[config.mk]
export PLATFORM = sky130hd
export DESIGN_NAME = intr_ack_sequencer
export DESIGN_NICKNAME = d
export VERILOG_FILES = /design/src/rtl/intr_ack_sequencer.sv
export SDC_FILE = /design/constraint.sdc
export NUM_CORES = 1
export LEC_CHECK = 0
export BUFFER_PORTS_ARGS = -buffer_cell sky130_fd_sc_hd__buf_4
export CAP_MARGIN = 0
export CORE_AREA = 5 5 81 83
export DETAILED_ROUTE_END_ITERATION = 10
export DIE_AREA = 0 0 86 88
export GPL_ROUTABILITY_DRIVEN = 0
export PLACE_DENSITY_LB_ADDON = 0.12
export SYNTH_ARGS = -nofsm -noshare
export SYNTH_HDL_FRONTEND = slang
export SYNTH_SLANG_ARGS = --single-unit
export TNS_END_PERCENT = 100
[constraint.sdc]
create_clock -name i_clk -period 2.6 [get_ports i_clk]
set_input_delay 0.26 -clock i_clk [delete_from_list [all_inputs] [get_ports i_clk]]
set_output_delay 0.26 -clock i_clk [all_outputs]
set_load 0.1 [all_outputs]
[src/rtl/intr_ack_sequencer.sv]
// 8259-style interrupt sequencer: IRR capture, fixed-priority resolution against ISR,
// two-pulse INTA handshake with vector output, and normal/specific/automatic EOI.
module intr_ack_sequencer #(
  parameter bit LEVEL_MODE = 1'b0
) (
  input  logic       i_clk,
  input  logic       i_rst,
  input  logic       i_init_done,
  input  logic [7:0] i_ir,
  input  logic [7:0] i_imr,
  input  logic [4:0] i_t_base,
  input  logic       i_aeoi,
  input  logic       i_inta_n,
  input  logic       i_eoi,
  input  logic       i_seoi,
  input  logic [2:0] i_seoi_lvl,
  output logic       o_int,
  output logic [7:0] o_vec,
  output logic       o_vec_oe,
  output logic [7:0] o_irr,
  output logic [7:0] o_isr
);

  localparam logic [2:0] IDLE = 3'd0;
  localparam logic [2:0] REQ  = 3'd1;
  localparam logic [2:0] P1   = 3'd2;
  localparam logic [2:0] GAP  = 3'd3;
  localparam logic [2:0] P2   = 3'd4;

  logic [2:0] r_state;
  logic [7:0] r_irr, r_isr, r_ir_q, r_vec;
  logic       r_inta_q, r_int, r_vec_oe, r_spur;
  logic [2:0] r_sel;

  logic       w_inta_fall, w_inta_rise, w_ack;
  logic [7:0] w_req, w_ack_set, w_eoi_clr, w_aeoi_clr, w_irr_in;
  logic [2:0] w_cand_lvl;
  logic       w_cand_any, w_blocked, w_cand_valid;

  assign w_inta_fall = r_inta_q & ~i_inta_n;
  assign w_inta_rise = ~r_inta_q & i_inta_n;

  // Fully nested: the lowest unmasked request is serviceable only if nothing at or above it is in service.
  always_comb begin
    w_req      = r_irr & ~i_imr;
    w_cand_any = 1'b0;
    w_cand_lvl = 3'd0;
    w_blocked  = 1'b0;
    for (int i = 7; i >= 0; i--) begin
      if (w_req[i]) begin
        w_cand_any = 1'b1;
        w_cand_lvl = 3'(i);
      end
    end
    for (int i = 0; i < 8; i++) begin
      if (r_isr[i] && (3'(i) <= w_cand_lvl)) w_blocked = 1'b1;
    end
    w_cand_valid = w_cand_any & ~w_blocked;
  end

  assign w_ack      = (r_state == REQ) & w_inta_fall;
  assign w_ack_set  = (w_ack & w_cand_valid) ? (8'd1 << w_cand_lvl) : 8'd0;
  assign w_aeoi_clr = ((r_state == P2) & w_inta_rise & i_aeoi & ~r_spur) ? (8'd1 << r_sel) : 8'd0;
  assign w_eoi_clr  = i_seoi ? (8'd1 << i_seoi_lvl) :
                      i_eoi  ? (r_isr & (~r_isr + 8'd1)) : 8'd0;
  assign w_irr_in   = LEVEL_MODE ? i_ir : (r_irr | (i_ir & ~r_ir_q));

  always_ff @(posedge i_clk) begin
    if (i_rst) begin
      r_state  <= IDLE;
      r_irr    <= 8'd0;
      r_isr    <= 8'd0;
      r_ir_q   <= 8'hFF;
      r_inta_q <= 1'b1;
      r_int    <= 1'b0;
      r_vec    <= 8'd0;
      r_vec_oe <= 1'b0;
      r_sel    <= 3'd0;
      r_spur   <= 1'b0;
    end else begin
      r_ir_q   <= i_ir;
      r_inta_q <= i_inta_n;
      if (!i_init_done) begin
        r_state  <= IDLE;
        r_int    <= 1'b0;
        r_vec_oe <= 1'b0;
        r_irr    <= 8'd0;
        r_isr    <= 8'd0;
      end else begin
        // Acknowledge clear beats a same-cycle set; newly set ISR bit survives any EOI.
        r_irr <= w_irr_in & ~w_ack_set;
        r_isr <= (r_isr & ~(w_eoi_clr | w_aeoi_clr)) | w_ack_set;
        case (r_state)
          IDLE: if (w_cand_valid) begin
            r_state <= REQ;
            r_int   <= 1'b1;
          end
          REQ: if (w_inta_fall) begin
            r_sel   <= w_cand_valid ? w_cand_lvl : 3'd7;
            r_spur  <= ~w_cand_valid;
            r_int   <= 1'b0;
            r_state <= P1;
          end
          P1: if (w_inta_rise) r_state <= GAP;
          GAP: if (w_inta_fall) begin
            r_vec    <= {i_t_base, r_sel};
            r_vec_oe <= 1'b1;
            r_state  <= P2;
          end
          P2: if (w_inta_rise) begin
            r_vec_oe <= 1'b0;
            r_state  <= IDLE;
          end
          default: r_state <= IDLE;
        endcase
      end
    end
  end

  assign o_int    = r_int;
  assign o_vec    = r_vec;
  assign o_vec_oe = r_vec_oe;
  assign o_irr    = r_irr;
  assign o_isr    = r_isr;

endmodule

==> tab_implementation.tex <==
\begin{tabular}{lr}
\hline
Metric & Value \\
\hline
\multicolumn{2}{l}{\textbf{Yosys}} \\
\quad Synthesized cell area & 2150 um2 \\
\quad Ys flop type & sky130\_fd\_sc\_hd\_\_dfxtp\_1 \\
\quad Count of yosys warnings during synthesis & 0 \\
\quad Sequential cell area fraction in the yosys report & 0.391 \\
\quad Fraction of synthesis flops using an asynchronous set or reset pin & 0 \\
\quad Synth Net Count & 284 \\
\quad Cell count after synthesis & 253 \\
\quad Number of flops mapped to enable cells by yosys & 0 \\
\quad \#FFs+latches synth & 42 \\
\quad Count of different cell masters after synthesis & 57 \\
\quad Average footprint of a synthesized cell & 8.50 um2 \\
\multicolumn{2}{l}{\textbf{STA}} \\
\quad Worst rel slew slack & 0.608 \\
\quad Peak Freq & 480 MHz \\
\quad Min Tclk post-route & 2080 ps \\
\quad Final-layout worst hold slack & 145 ps \\
\quad Final Hold Violating Endpoints & 0 \\
\quad Final count of pins violating max slew & 0 \\
\quad Tightest Pin Transition & 584 ps \\
\quad Setup Total Neg Slack & 0 ps \\
\quad Final Cycle Share & 0.802 \\
\quad Count of final setup violators & 0 \\
\quad Unrepaired setup endpoints after global routing & no \\
\quad Post-route clock skew & 6.03 ps \\
\multicolumn{2}{l}{\textbf{Layout}} \\
\quad Fin nets & 342 \\
\quad Finished Layout Cells & 387 \\
\quad Layout area overhead & 27.9\% \\
\quad Share of the core filled with cells & 0.476 \\
\quad Layout cell share with drive strength beyond 1 & 0.304 \\
\quad Antenna cell count & 0 \\
\multicolumn{2}{l}{\textbf{Setup path}} \\
\quad Top cell family by delay on the critical path & simple AND/OR/NAND/NOR gates \\
\quad Worst setup EP type & flop \\
\quad Critical Path Fanout Max & 7 \\
\quad Buffers and inverters on the worst path & 0 \\
\quad Worst-path cell chain & nor2b\_4, or4\_1, or4\_4, nor3\_1, a21oi\_1 \\
\quad Source of the worst register-to-register timing path & o\_irr[3]\$\_SDFF\_PP0\_ \\
\quad Slowest CP cell & sky130\_fd\_sc\_hd\_\_or4\_1 \\
\quad Data required, critical path & 2780 ps \\
\quad Startpoint types & flop \\
\quad Reg2reg end & o\_irr[5]\$\_SDFF\_PP0\_ \\
\quad Reg2Reg Setup Slack & 520 ps \\
\quad R2r worst-path depth & 5 \\
\quad Instance count on the critical path & 5 \\
\quad Delay of the slowest cell on the worst path & 650 ps \\
\quad Worst setup path class & reg -> reg \\
\quad Critical path arrival & 2270 ps \\
\multicolumn{2}{l}{\textbf{Clocking}} \\
\quad CTS H-Tree Depth & 2 \\
\quad Cell chosen for the clock root & sky130\_fd\_sc\_hd\_\_clkbuf\_8 \\
\quad Sink Count & 42 \\
\quad Source-to-sink clock delay at the later pin of the worst-skew pair & 300 ps \\
\quad Hold-fix buffers, CTS & 0 \\
\quad Buffers inserted during post-CTS setup optimization & 0 \\
\quad CTS tree & built \\
\quad CTS buffer count & 5 \\
\quad Register clock-pin slew on the reported worst setup and hold paths & 80 ps \\
\quad Post\_cts resized & 0 \\
\quad Buffers from clock root to sink, at most & 2 \\
\multicolumn{2}{l}{\textbf{Routing}} \\
\quad First DRT Iteration DRCs & 177 \\
\quad Post-route ant nets & 0 \\
\quad Detailed-routing iteration count for the pre-antenna-repair pass & 4 \\
\quad Via count & 2075 \\
\quad Detailed-route DRC error count & 0 \\
\quad Post-detailed-route via-to-cell ratio & 5.36 \\
\quad Per-cell routed wire length & 15.9 um \\
\quad Post-Route WL & 6140 um \\
\multicolumn{2}{l}{\textbf{Floorplan}} \\
\quad I/O pin total & 57 \\
\quad Die Outline Area & 7570 um2 \\
\quad Die Wd & 86 um \\
\quad Number of rows in the core area & 28 \\
\quad Die extent in y & 88 um \\
\quad Starting Density & 0.372 \\
\quad Core Footprint & 5780 um2 \\
\multicolumn{2}{l}{\textbf{Global routing}} \\
\quad GRT Util Overall & 0.168 \\
\quad Maximum number of pins on one net before global-route repair & 24 \\
\quad Vias in the first global route & 2067 \\
\quad Residual overflow from global routing & 0 \\
\quad First-pass GRT wire length & 10200 um \\
\quad Initial antenna violation count & 0 \\
\multicolumn{2}{l}{\textbf{Worst hold path}} \\
\quad Worst hold path stage count & 2 \\
\quad Worst hold path startpoint & i\_ir[1] \\
\quad Worst Hold End & r\_ir\_q[1]\$\_SDFF\_PP1\_ \\
\quad Worst min path class & in -> reg \\
\multicolumn{2}{l}{\textbf{Power}} \\
\quad Comb pwr share & 0.130 \\
\quad Leakage component of the power & 0.00107 uW \\
\quad Flop pwr share & 0.519 \\
\quad Power dissipated by switching net loads & 339 uW \\
\quad Worst ir drop on vdd & 234 uV \\
\quad Internal & 939 uW \\
\quad Power share of the clock group & 0.352 \\
\quad Power per unit of standard cell area & 465 nW/um2 \\
\quad Proportion of total power due to net switching & 0.265 \\
\multicolumn{2}{l}{\textbf{Run status}} \\
\quad Outcome & finished, final reports clean \\
\multicolumn{2}{l}{\textbf{Place}} \\
\quad Sum of net half-perimeters after detailed placement & 4670 um \\
\quad Placed instance count & 379 \\
\quad Number of buffers inserted by port buffering & 56 \\
\multicolumn{2}{l}{\textbf{Run}} \\
\quad Max capacitance violation total & 0 \\
\hline
\end{tabular}
per-layer routing:
layer	global-route usage	vias up	routed length (um)	share of wire
met3	0.0414	8	393	0.064
met5	0	-	0	0
met1	0.233	949	2920	0.48
met2	0.256	70	2750	0.45
li1	-	1048	-	-
met4	0.0561	0	78	0.013
cell usage after synthesis, types with 4 or more instances:
| library cell | number | area (um2) |
|---|---|---|
| sky130_fd_sc_hd__or2_2 | 9 | 56.3 |
| sky130_fd_sc_hd__nand3_1 | 14 | 70.1 |
| sky130_fd_sc_hd__nor3_1 | 9 | 45.0 |
| sky130_fd_sc_hd__nor2_1 | 16 | 60.1 |
| sky130_fd_sc_hd__nor2b_1 | 10 | 62.6 |
| sky130_fd_sc_hd__nand2_1 | 22 | 82.6 |
| sky130_fd_sc_hd__o31ai_1 | 4 | 30.0 |
| sky130_fd_sc_hd__a41oi_1 | 4 | 35.0 |
| sky130_fd_sc_hd__inv_1 | 4 | 15.0 |
| sky130_fd_sc_hd__clkbuf_1 | 8 | 30.0 |
| sky130_fd_sc_hd__a21oi_1 | 19 | 95.1 |
| sky130_fd_sc_hd__nand2b_1 | 14 | 87.6 |
| sky130_fd_sc_hd__a31oi_1 | 6 | 37.5 |
| sky130_fd_sc_hd__dfxtp_1 | 42 | 841 |
| sky130_fd_sc_hd__o21ai_0 | 12 | 60.1 |
cells in the final DEF, fill, tap and decap left out, drive strengths merged, types with 3 or more instances in the layout:
master   n
a21oi   19
a31oi    7
a41oi    4
and2b    4
buf     62
clkbuf   6
dfxtp   42
inv      4
nand2   22
nand2b  14
nand3   14
nor2    17
nor2b   13
nor3    10
nor4     3
o211ai   3
o21ai   14
o21bai   3
o311ai   3
o31ai    4
o41ai    4
or2     10
final cells by class:
type | instances | area [um2]
Timing Repair Buffer | 62 | 465
Multi-Input combinational cell | 196 | 1240
Clock buffer | 6 | 82.6
Clock inverter | 2 | 12.5
Fill cell | 623 | 3030
Inverter | 4 | 15.0
Sequential cell | 42 | 841
Tap cell | 75 | 93.8
power by group through the flow:
stage,combinational [uW],sequential (uW),clock (uW)
finish,166,663,449
global route,180,665,496
CTS,167,663,464
detailed placement,166,678,0
global placement,167,678,0
floorplan,72.1,702,0
cell families (layout without fill, tap and decap cells):
| family | after synthesis | after routing | synth area share |
|---|---|---|---|
| flip-flops | 42 | 42 | 0.391 |
| XOR/XNOR | 1 | 1 | 0.00408 |
| AND/OR/NAND/NOR | 121 | 121 | 0.329 |
| buffers and inverters | 15 | 74 | 0.0320 |
| AO/OA/AOI/OAI | 74 | 74 | 0.244 |
how the worst max path moves through the flow:
stage               slack, ps           startpoint                   to
finish                    520  o_irr[3]$_SDFF_PP0_  o_irr[5]$_SDFF_PP0_
global route              410  o_irr[6]$_SDFF_PP0_  o_irr[3]$_SDFF_PP0_
CTS                       510  o_irr[3]$_SDFF_PP0_  o_irr[5]$_SDFF_PP0_
detailed placement        520  o_irr[3]$_SDFF_PP0_  o_irr[5]$_SDFF_PP0_
floorplan                 140  o_irr[6]$_SDFF_PP0_  o_irr[6]$_SDFF_PP0_
global placement          510  o_irr[3]$_SDFF_PP0_  o_irr[5]$_SDFF_PP0_
per-stage QoR:
stage                     setup slack, ps  power (uW)  area, um2
final                                 516        1280       2750
after floorplan                       144         774       2150
after detailed placement              522         844       2660
after CTS                             512        1290       2750
after global placement                512         844       2660
after global routing                  413        1340       2750
sequential cells by signal, indices dropped and copies added, names as in the netlist, 3 cells and up:
name	flops
o_isr	8
r_ir_q	8
r_sel	3
r_state	3
o_vec	8
o_irr	8
(Power assumes the default switching activity.)
